===== src/rtl/ififo_skew_reader_pkg.sv =====
// rtl/ififo_skew_reader_pkg.sv - shared state encoding and default sizing for the skew reader
package ififo_skew_reader_pkg;

  localparam int COL_DEF   = 8;
  localparam int BW_DEF    = 4;
  localparam int LEN_W_DEF = 7;

  typedef enum logic [1:0] {
    ST_IDLE   = 2'd0,
    ST_RUN    = 2'd1,
    ST_FINISH = 2'd2
  } state_t;

  // Tick counter must reach num_vec + col - 1 without wrapping.
  function automatic int tick_w(input int len_w, input int col);
    return len_w + $clog2(col) + 1;
  endfunction

endpackage


===== src/rtl/ififo_col_gate.sv =====
// rtl/ififo_col_gate.sv - per-column activity window and FIFO readiness for one tick
module ififo_col_gate
  import ififo_skew_reader_pkg::*;
#(
  parameter int tw    = tick_w(LEN_W_DEF, COL_DEF),
  parameter int len_w = LEN_W_DEF
) (
  input  logic [tw-1:0]    t,
  input  logic [len_w-1:0] num_vec,
  input  logic [tw-1:0]    idx,
  input  logic             fifo_valid,
  output logic             active,
  output logic             need_ok
);

  logic [tw-1:0] end_t;

  // Column idx streams during ticks idx .. idx+num_vec-1; a column outside
  // its window never blocks the tick.
  always_comb begin
    end_t   = idx + tw'(num_vec);
    active  = (t >= idx) && (t < end_t);
    need_ok = !active || fifo_valid;
  end

endmodule


===== src/rtl/ififo_skew_reader.sv =====
// rtl/ififo_skew_reader.sv - reads column FIFOs with a one-tick-per-column diagonal skew
module ififo_skew_reader
  import ififo_skew_reader_pkg::*;
#(
  parameter int col   = COL_DEF,
  parameter int bw    = BW_DEF,
  parameter int len_w = LEN_W_DEF
) (
  input  logic                clk,
  input  logic                reset,
  input  logic                start,
  input  logic [len_w-1:0]    num_vec,
  input  logic [col*bw-1:0]   fifo_data,
  input  logic [col-1:0]      fifo_valid,
  input  logic                array_stall,
  output logic [col-1:0]      rd_en,
  output logic [col*bw-1:0]   arr_data,
  output logic [col-1:0]      arr_valid,
  output logic                busy,
  output logic                done,
  output logic                starve
);

  localparam int TW = tick_w(len_w, col);

  state_t           state, state_nxt;
  logic [TW-1:0]    t;
  logic [TW-1:0]    t_last;
  logic [len_w-1:0] nv;
  logic [col-1:0]   active;
  logic [col-1:0]   need_ok;
  logic             all_ok;
  logic             accept;
  logic             advance;
  logic             last_tick;

  for (genvar g = 0; g < col; g++) begin : g_gate
    ififo_col_gate #(.tw(TW), .len_w(len_w)) u_gate (
      .t          (t),
      .num_vec    (nv),
      .idx        (TW'(g)),
      .fifo_valid (fifo_valid[g]),
      .active     (active[g]),
      .need_ok    (need_ok[g])
    );
  end

  // Tick qualification: a tick moves only as a whole, so an empty FIFO or a
  // stall freezes every column and the diagonal stays aligned. Reset gates
  // pops and starve so nothing leaks out before the state register clears.
  always_comb begin
    all_ok    = &need_ok;
    accept    = reset && start && (state == ST_IDLE);
    advance   = reset && (state == ST_RUN) && !array_stall && all_ok;
    t_last    = TW'(nv) + TW'(col) - TW'(1);
    last_tick = advance && ((t + TW'(1)) == t_last);
    rd_en     = advance ? active : '0;
    starve    = reset && (state == ST_RUN) && !array_stall && !all_ok;
    busy      = (state != ST_IDLE);
    done      = (state == ST_FINISH);
  end

  // Next-state logic.
  always_comb begin
    state_nxt = state;
    case (state)
      ST_IDLE:   if (accept) state_nxt = (num_vec == '0) ? ST_FINISH : ST_RUN;
      ST_RUN:    if (last_tick) state_nxt = ST_FINISH;
      ST_FINISH: state_nxt = ST_IDLE;
      default:   state_nxt = ST_IDLE;
    endcase
  end

  // State register.
  always_ff @(posedge clk) begin
    if (!reset) state <= ST_IDLE;
    else        state <= state_nxt;
  end

  // Job length latch and tick counter; start while busy leaves both alone.
  always_ff @(posedge clk) begin
    if (!reset) begin
      t  <= '0;
      nv <= '0;
    end else if (accept) begin
      t  <= '0;
      nv <= num_vec;
    end else if (advance) begin
      t  <= t + TW'(1);
    end
  end

  // Output register: capture active heads on an advancing tick, zero the
  // inactive lanes, and hold data with valid dropped otherwise.
  always_ff @(posedge clk) begin
    if (!reset) begin
      arr_data  <= '0;
      arr_valid <= '0;
    end else if (advance) begin
      arr_valid <= active;
      for (int c = 0; c < col; c++) begin
        arr_data[c*bw +: bw] <= active[c] ? fifo_data[c*bw +: bw] : '0;
      end
    end else begin
      arr_valid <= '0;
    end
  end

endmodule


===== config.mk =====
export PLATFORM = sky130hd
export DESIGN_NAME = ififo_skew_reader
export DESIGN_NICKNAME = d
export VERILOG_FILES = /design/src/rtl/ififo_skew_reader_pkg.sv /design/src/rtl/ififo_col_gate.sv /design/src/rtl/ififo_skew_reader.sv
export SDC_FILE = /design/constraint.sdc
export NUM_CORES = 1
export LEC_CHECK = 0
export CAP_MARGIN = 10
export CORE_MARGIN = 5
export CORE_UTILIZATION = 45
export CTS_BUF_LIST = sky130_fd_sc_hd__clkbuf_16
export DETAILED_ROUTE_END_ITERATION = 6
export PLACE_DENSITY_LB_ADDON = 0.15
export SLEW_MARGIN = 0
export SYNTH_ARGS = -nofsm -noshare
export SYNTH_HDL_FRONTEND = slang
export SYNTH_SLANG_ARGS = --single-unit

===== constraint.sdc =====
create_clock -name clk -period 8.4 [get_ports clk]
set_input_delay 1.68 -clock clk [delete_from_list [all_inputs] [get_ports clk]]
set_output_delay 1.68 -clock clk [all_outputs]
set_load 0.02 [all_outputs]

==> results.md, run 1 <==
* Row Count at 36
* Cts bufs inserted at 9
* Max Slew Vio Count at 0
* GP Congestion at 0.916
* Final Hold Vio Count at 0
* Largest net degree at the start of global routing at 43
* GRT overflow at 0
* Sequential fraction of the synthesis area at between 20% and 30%
* Tot GR Track Use at 23.1%
* Crit Path Max Fanout at 35
* Share of cells above drive strength 1 at 5.99%
* Clk root buf: clkbuf_16
* Crit path max-delay cell type: nor4_4
* Final worst-path cycle share at 81.3%
* Hold slack at 0.449 ns
* Vias at 4,369
* CTS tree: done
* DRC violations left at 0
* First-pass GRT wire length at 21,800 um
* Peak supply drop at 0.000115 V
* Die X-Extent at 110 um
* Worst-Margin Slew at 0.939 ns
* Starting density of the core at 46.1%
* Max Cap Viol at 0
* Min cycle time layout at 6.83 ns
* Vias in the first global route at 4,275
* Number of enable flip-flop cells after synthesis at 0
* Post-synth ARST share at 0%
* Warning count from the yosys run at 0
* Final ANT Viol Nets at 0
* Setup Crit Path Kind: register to output pin
* Die area at 0.0121 mm^2
* Detailed Route Iter0 Violations at 305
* Worst clock skew at 0.00550 ns
* Number of clock sinks at 60
* Worst R2R Path Depth at 15
* Final Setup Violations at 0
* CP Capture Type: output pin
* Initial antenna violation count at 0
* Max Freq at 146 MHz
* Crit-path cells: inv_1 -> ha_1 -> inv_1 -> ha_1 -> or3b_2 -> a211oi_1 -> nor4_1 -> buf_4 -> a22oi_2 -> nand4_2 -> nor4_4 -> buf_4 -> and2_1 -> clkdlybuf4s50_1
* Die Y at 110 um
* RSZ-0062 raised after global routing: no
* Synth Area per Inst at between 8 and 9 um^2
* Required @ worst endpoint at 6.72 ns
* PwrDens at around 130 mW/mm^2
* Nets at 765
* Dominant synthesized flop cell: dfxtp_1
* Cells after synthesis at 556
* Largest cells by area after synthesis: dfxtp_1 27%, ha_1 19%, nand2_1 6.4%
* Setup slack at placement at 1.91 ns
* Delay-heaviest family, CP: simple AND/OR/NAND/NOR gates
* Post-CTS Hold Fix Bufs at 0
* Total Power at 0.775 mW
* Count of input and output buffers at 101
* Initial DRT Pass Iterations at 5
* Worst path depth at 14
* Leakage at 2.30 nW
* Unique cell type count in the Yosys netlist at 58
* Hpwl dp at 10,600 um
* Drt total wl at 13,800 um
* Synth cell count leaders: 76 x nand2_1, 68 x ha_1, 60 x dfxtp_1, 45 x nand3_1, 39 x o21ai_0
* Hold Path Depth at 2
* Final worst slack at around 1.6 ns
* Worst Path Buf+Inv at 5
* Area Growth Syn to Fin at 30.6%
* CORE AREA at 0.00973 mm^2
* Worst stage delay on the critical path at 0.77 ns
* IO Count at 102
* Yosys top cell area share at between 20% and 30%
* TNS Setup at 0 ns
* Routed len/inst at 17.6 um
* Critical Path Start Type: register
* Synth area leader: dfxtp_1
* Synthesis-stage register bit count at 60
* H-tree Lvls at 3
* Critical path arrival at 5.15 ns
* Antenna cells at 0
* Worst-Skew Late Latency at about 0.33 ns
* Reg clk slew, reported paths at around 0.050 ns
* Syn Nets at 675
* Clock Path Buffers at 2
* Drt via density at 5.57
* Most common cell in the netlist: nand2_1
* Area of the mapped netlist at 0.00449 mm^2
* Post-CTS Setup Repair Bufs at 0
* Hold crit path type: register to register
* Max-slew headroom at a little under two fifths
* Outcome: completed
* Resize count post-CTS at 0
==> per-layer routing <==
metal  track usage [%]  routed length, um  vias up
li1                  -                  -     2152
met5                 0                  0        -
met3              4.46                836       28
met1              29.8               6080     2059
met2              38.4               6610      130
met4              7.57                308        0
==> power by group <==
group          internal [mW]  switching, mW
Clock                  0.197          0.133
Sequential             0.290         0.0123
Combinational         0.0683         0.0745
Total                  0.555          0.219
==> path summary, 6_finish.rpt <==
path / slack, ns / end / start
setup / recovery: 1.57 / rd_en[4] / nv[2]
setup reg to reg: 3.70 / arr_data[12] / nv[2]
hold reg to reg: 0.45 / arr_data[16] / arr_data[16]
hold / removal: 0.45 / arr_data[16] / arr_data[16]
==> cell usage in the layout, fill, tap and decap left out, types with 7 or more instances in the layout <==
| cell type | synthesis | layout |
|---|---|---|
| and2_1 | 9 | 9 |
| xor2_1 | 7 | 7 |
| nor2b_1 | 9 | 9 |
| a21boi_1 | 7 | 7 |
| clkbuf_16 | 0 | 9 |
| nand4_1 | 7 | 7 |
| xnor2_1 | 32 | 32 |
| nand2_1 | 76 | 76 |
| inv_1 | 18 | 18 |
| a21oi_1 | 21 | 21 |
| nor4_1 | 7 | 7 |
| or3_1 | 7 | 7 |
| nor2_1 | 28 | 28 |
| ha_1 | 68 | 68 |
| clkdlybuf4s50_1 | 0 | 101 |
| nor3_1 | 8 | 8 |
| o21ai_0 | 39 | 39 |
| nand3_1 | 45 | 45 |
| dfxtp_1 | 60 | 60 |
| a211oi_1 | 7 | 7 |
==> cells by family (layout without fill, tap and decap cells) <==
kind of cell,Yosys count,after routing,synth area share (%)
xor gates and xnor gates,39,39,7.61
buffers and inverters,48,143,4.29
and+or+nand+nor,225,225,25.7
adders and majority gates,68,68,19.0
DFF,60,60,26.8
AOI/OAI and AO/OA,112,112,15.8
muxes,4,4,0.892
==> registers in the layout, indices dropped and copies added (netlist names) <==
name and flops:
arr_data 32, t 11, arr_valid 8, nv 7, state 2
==> worst min-delay path: stages (launching register included) <==
cell and delay [ns]:
dfxtp_1 0.31, nand2_1 0.05, a21boi_1 0.05
==> final cells by class <==
type | count | area, um^2
fillers | 901 | 3870
multi-input cells | 448 | 3090
flip-flops and latches | 60 | 1200
repair buffers | 107 | 1060
clock buffers | 9 | 225
well taps | 133 | 166
inverters | 20 | 75.1
clock inverters | 7 | 43.8
==> per-stage QoR <==
stage | cells | cell area [um^2] | utilization (%)
CTS | 784 | 5860 | 60.2
finish | 784 | 5860 | 60.2
global placement | 768 | 5590 | 57.5
floorplan | 556 | 4490 | -
global route | 784 | 5860 | 60.2
detailed placement | 768 | 5590 | 57.5
Power figures use the tool's default switching activity.
==> run 2, diff against run 1 <==
- clock period: 8.4 -> 6.5 ns (I/O delays scaled with it)
==> results.md, run 2 (synthesized netlist as in run 1, its figures left out) <==
* Reg-to-reg startpoint: nv[2]
* Vias in the first global route at slightly above 4k
* PwrDens at approximately 180 mW/mm^2
* Leakage at around 2.3 nW
* Count of input and output buffers at approximately 100
* Util after Layout at around three fifths
* Max Slew Vio Count at 0
* Crit-path cells: inv_1 -> ha_1 -> inv_1 -> ha_1 -> or3b_2 -> a211oi_1 -> nor4_1 -> buf_4 -> a22oi_2 -> nand4_2 -> or4_4 -> nor3_1 -> clkdlybuf4s50_1
* Int Pwr at roughly 0.76 mW
* Die X-Extent at 110 um
* Initial DRT Pass Iterations at 5
* Worst-Skew Late Latency at about 0.32 ns
* Tot GR Track Use at 23.1%
* Setup slack at placement at 0.899 ns
* Min cycle time layout at about 6.0 ns
* Most frequent cells in the layout: 101 x clkdlybuf4s50_1, 76 x nand2_1, 68 x ha_1
* Commonest non-fill, non-tap cell in the layout: clkdlybuf4s50_1
* Final Hold Vio Count at 0
* Net Sw Power at 0.286 mW
* Die area at 0.0121 mm^2
* Max Cap Viol at 0
* Final Setup Violations at 0
* Largest regs: arr_data x32, t x11, arr_valid x8
* Area Growth Syn to Fin at 32.0%
* Peak supply drop at 0.000128 V
* Row Count at 36
* Post-CTS Setup Repair Bufs at 0
* Worst stage delay on the critical path at 0.72 ns
* Resize count post-CTS at 0
* Worst Path Buf+Inv at 4
* Clock share of power at 44.7%
* Placed inst area at ~0.0056 mm^2
* Comb pwr share at 18.3%
* Critical Path Start: nv[2]
* Hold crit path type: register to register
* Sequential Area at approximately 0.0012 mm^2
* Clock Path Buffers at 2
* CTS tree: done
* Setup Crit Path Kind: register to output pin
* CP Capture Type: output pin
* Sequential share of power at 36.9%
* Starting density of the core at a little under half
* Sw frac at 27.4%
* CP endpoint: rd_en[3]
* CORE AREA at 0.00973 mm^2
* GP Congestion at approximately 0.95
* Fillcell total at 882
* Detailed Route Iter0 Violations at between 200 and 300
* Routed len/inst at between 15 and 20 um
* Inst Count DP at 773
* Worst-Margin Slew at between 1 and 1.5 ns
* Crit path max-delay cell type: or4_4
* Crit Path Max Fanout at 25
* Clk root buf: clkbuf_16
* First-pass GRT wire length at about 21,000 um
* TNS Setup at 0 ns
* Drt via density at approximately 5.4
* Vias at 4,280
* Max Freq at roughly 170 MHz
* Die Y at 110 um
* Outcome: completed
* Final Cell Area at around 0.0059 mm^2
* IO Count at 102
* Initial antenna violation count at 0
* Final worst-path cycle share at 92.1%
* Area of the multi-input gates at 0.00309 mm^2
* Worst R2R Path Depth at 14
* Drt total wl at approximately 14,000 um
* Biggest register: arr_data
* Reg clk slew, reported paths at around 0.05 ns
* Max reg flops at 32
* Critical path arrival at 4.69 ns
* Final ANT Viol Nets at 0
* Total Power at around 1.0 mW
* Hpwl dp at roughly 11,000 um
* Share of cells above drive strength 1 at 6.55%
* H-tree Lvls at 3
* Hold slack at 0.445 ns
* R2r setup slk at 2.26 ns
* Reg2reg end: state[0]
* Final worst slack at 0.512 ns
* Delay-heaviest family, CP: simple AND/OR/NAND/NOR gates
* Largest net degree at the start of global routing at 42
* Post-Layout Cell Count at approximately 790
* Cts bufs inserted at 9
* Required @ worst endpoint at 5.20 ns
* DRC violations left at 0
* RSZ-0062 raised after global routing: no
* Antenna cells at 0
* Number of clock sinks at 60
* Post-CTS Hold Fix Bufs at 0
* Nets at 770
* Worst path depth at 13
* GRT overflow at 0
* Worst clock skew at 0.0105 ns
* Max-slew headroom at around a quarter
* Critical Path Start Type: register
-- run 2: worst min path at each step --
stage / from / end / slack [ns] / cells past startpoint
6_report: arr_data[18] / arr_data[18] / 0.45 / 2
5_1_grt: arr_data[18] / arr_data[18] / 0.47 / 2
4_1_cts: arr_data[18] / arr_data[18] / 0.45 / 2
3_5_place_dp: arr_data[18] / arr_data[18] / 0.44 / 2
3_3_place_gp: arr_data[0] / arr_data[0] / 0.44 / 2
2_1_floorplan: t[10] / t[10] / 0.47 / 1
-- run 2: area by class of cell --
type | instances | share of cell area (%)
Multi-Input combinational cell | 448 | 52.2
Sequential cell | 60 | 20.3
Clock inverter | 7 | 1.16
Timing Repair Buffer | 112 | 18.5
Tap cell | 133 | 2.81
Clock buffer | 9 | 3.80
Inverter | 20 | 1.27
-- run 2: power by group through the flow --
stage / clock (mW) / sequential [mW] / combinational, mW
2_1_floorplan: 0 / 0.390 / 0.119
6_report: 0.467 / 0.386 / 0.192
5_1_grt: 0.497 / 0.387 / 0.211
3_5_place_dp: 0 / 0.393 / 0.190
3_3_place_gp: 0 / 0.393 / 0.186
4_1_cts: 0.477 / 0.386 / 0.191
-- run 2: tightest hold or removal path, stage by stage, from the launching register on --
cell and delay (ns):
dfxtp_1 0.30, nand2_1 0.05, a21boi_1 0.05
-- run 2: layer usage --
layer | vias to the layer above | wire (um) | track usage (%)
met2 | 134 | 6540 | 37.0
met3 | 23 | 935 | 5.52
met5 | - | 0 | 0
li1 | 2163 | - | -
met1 | 1960 | 6050 | 30.7
met4 | 0 | 300 | 7.21
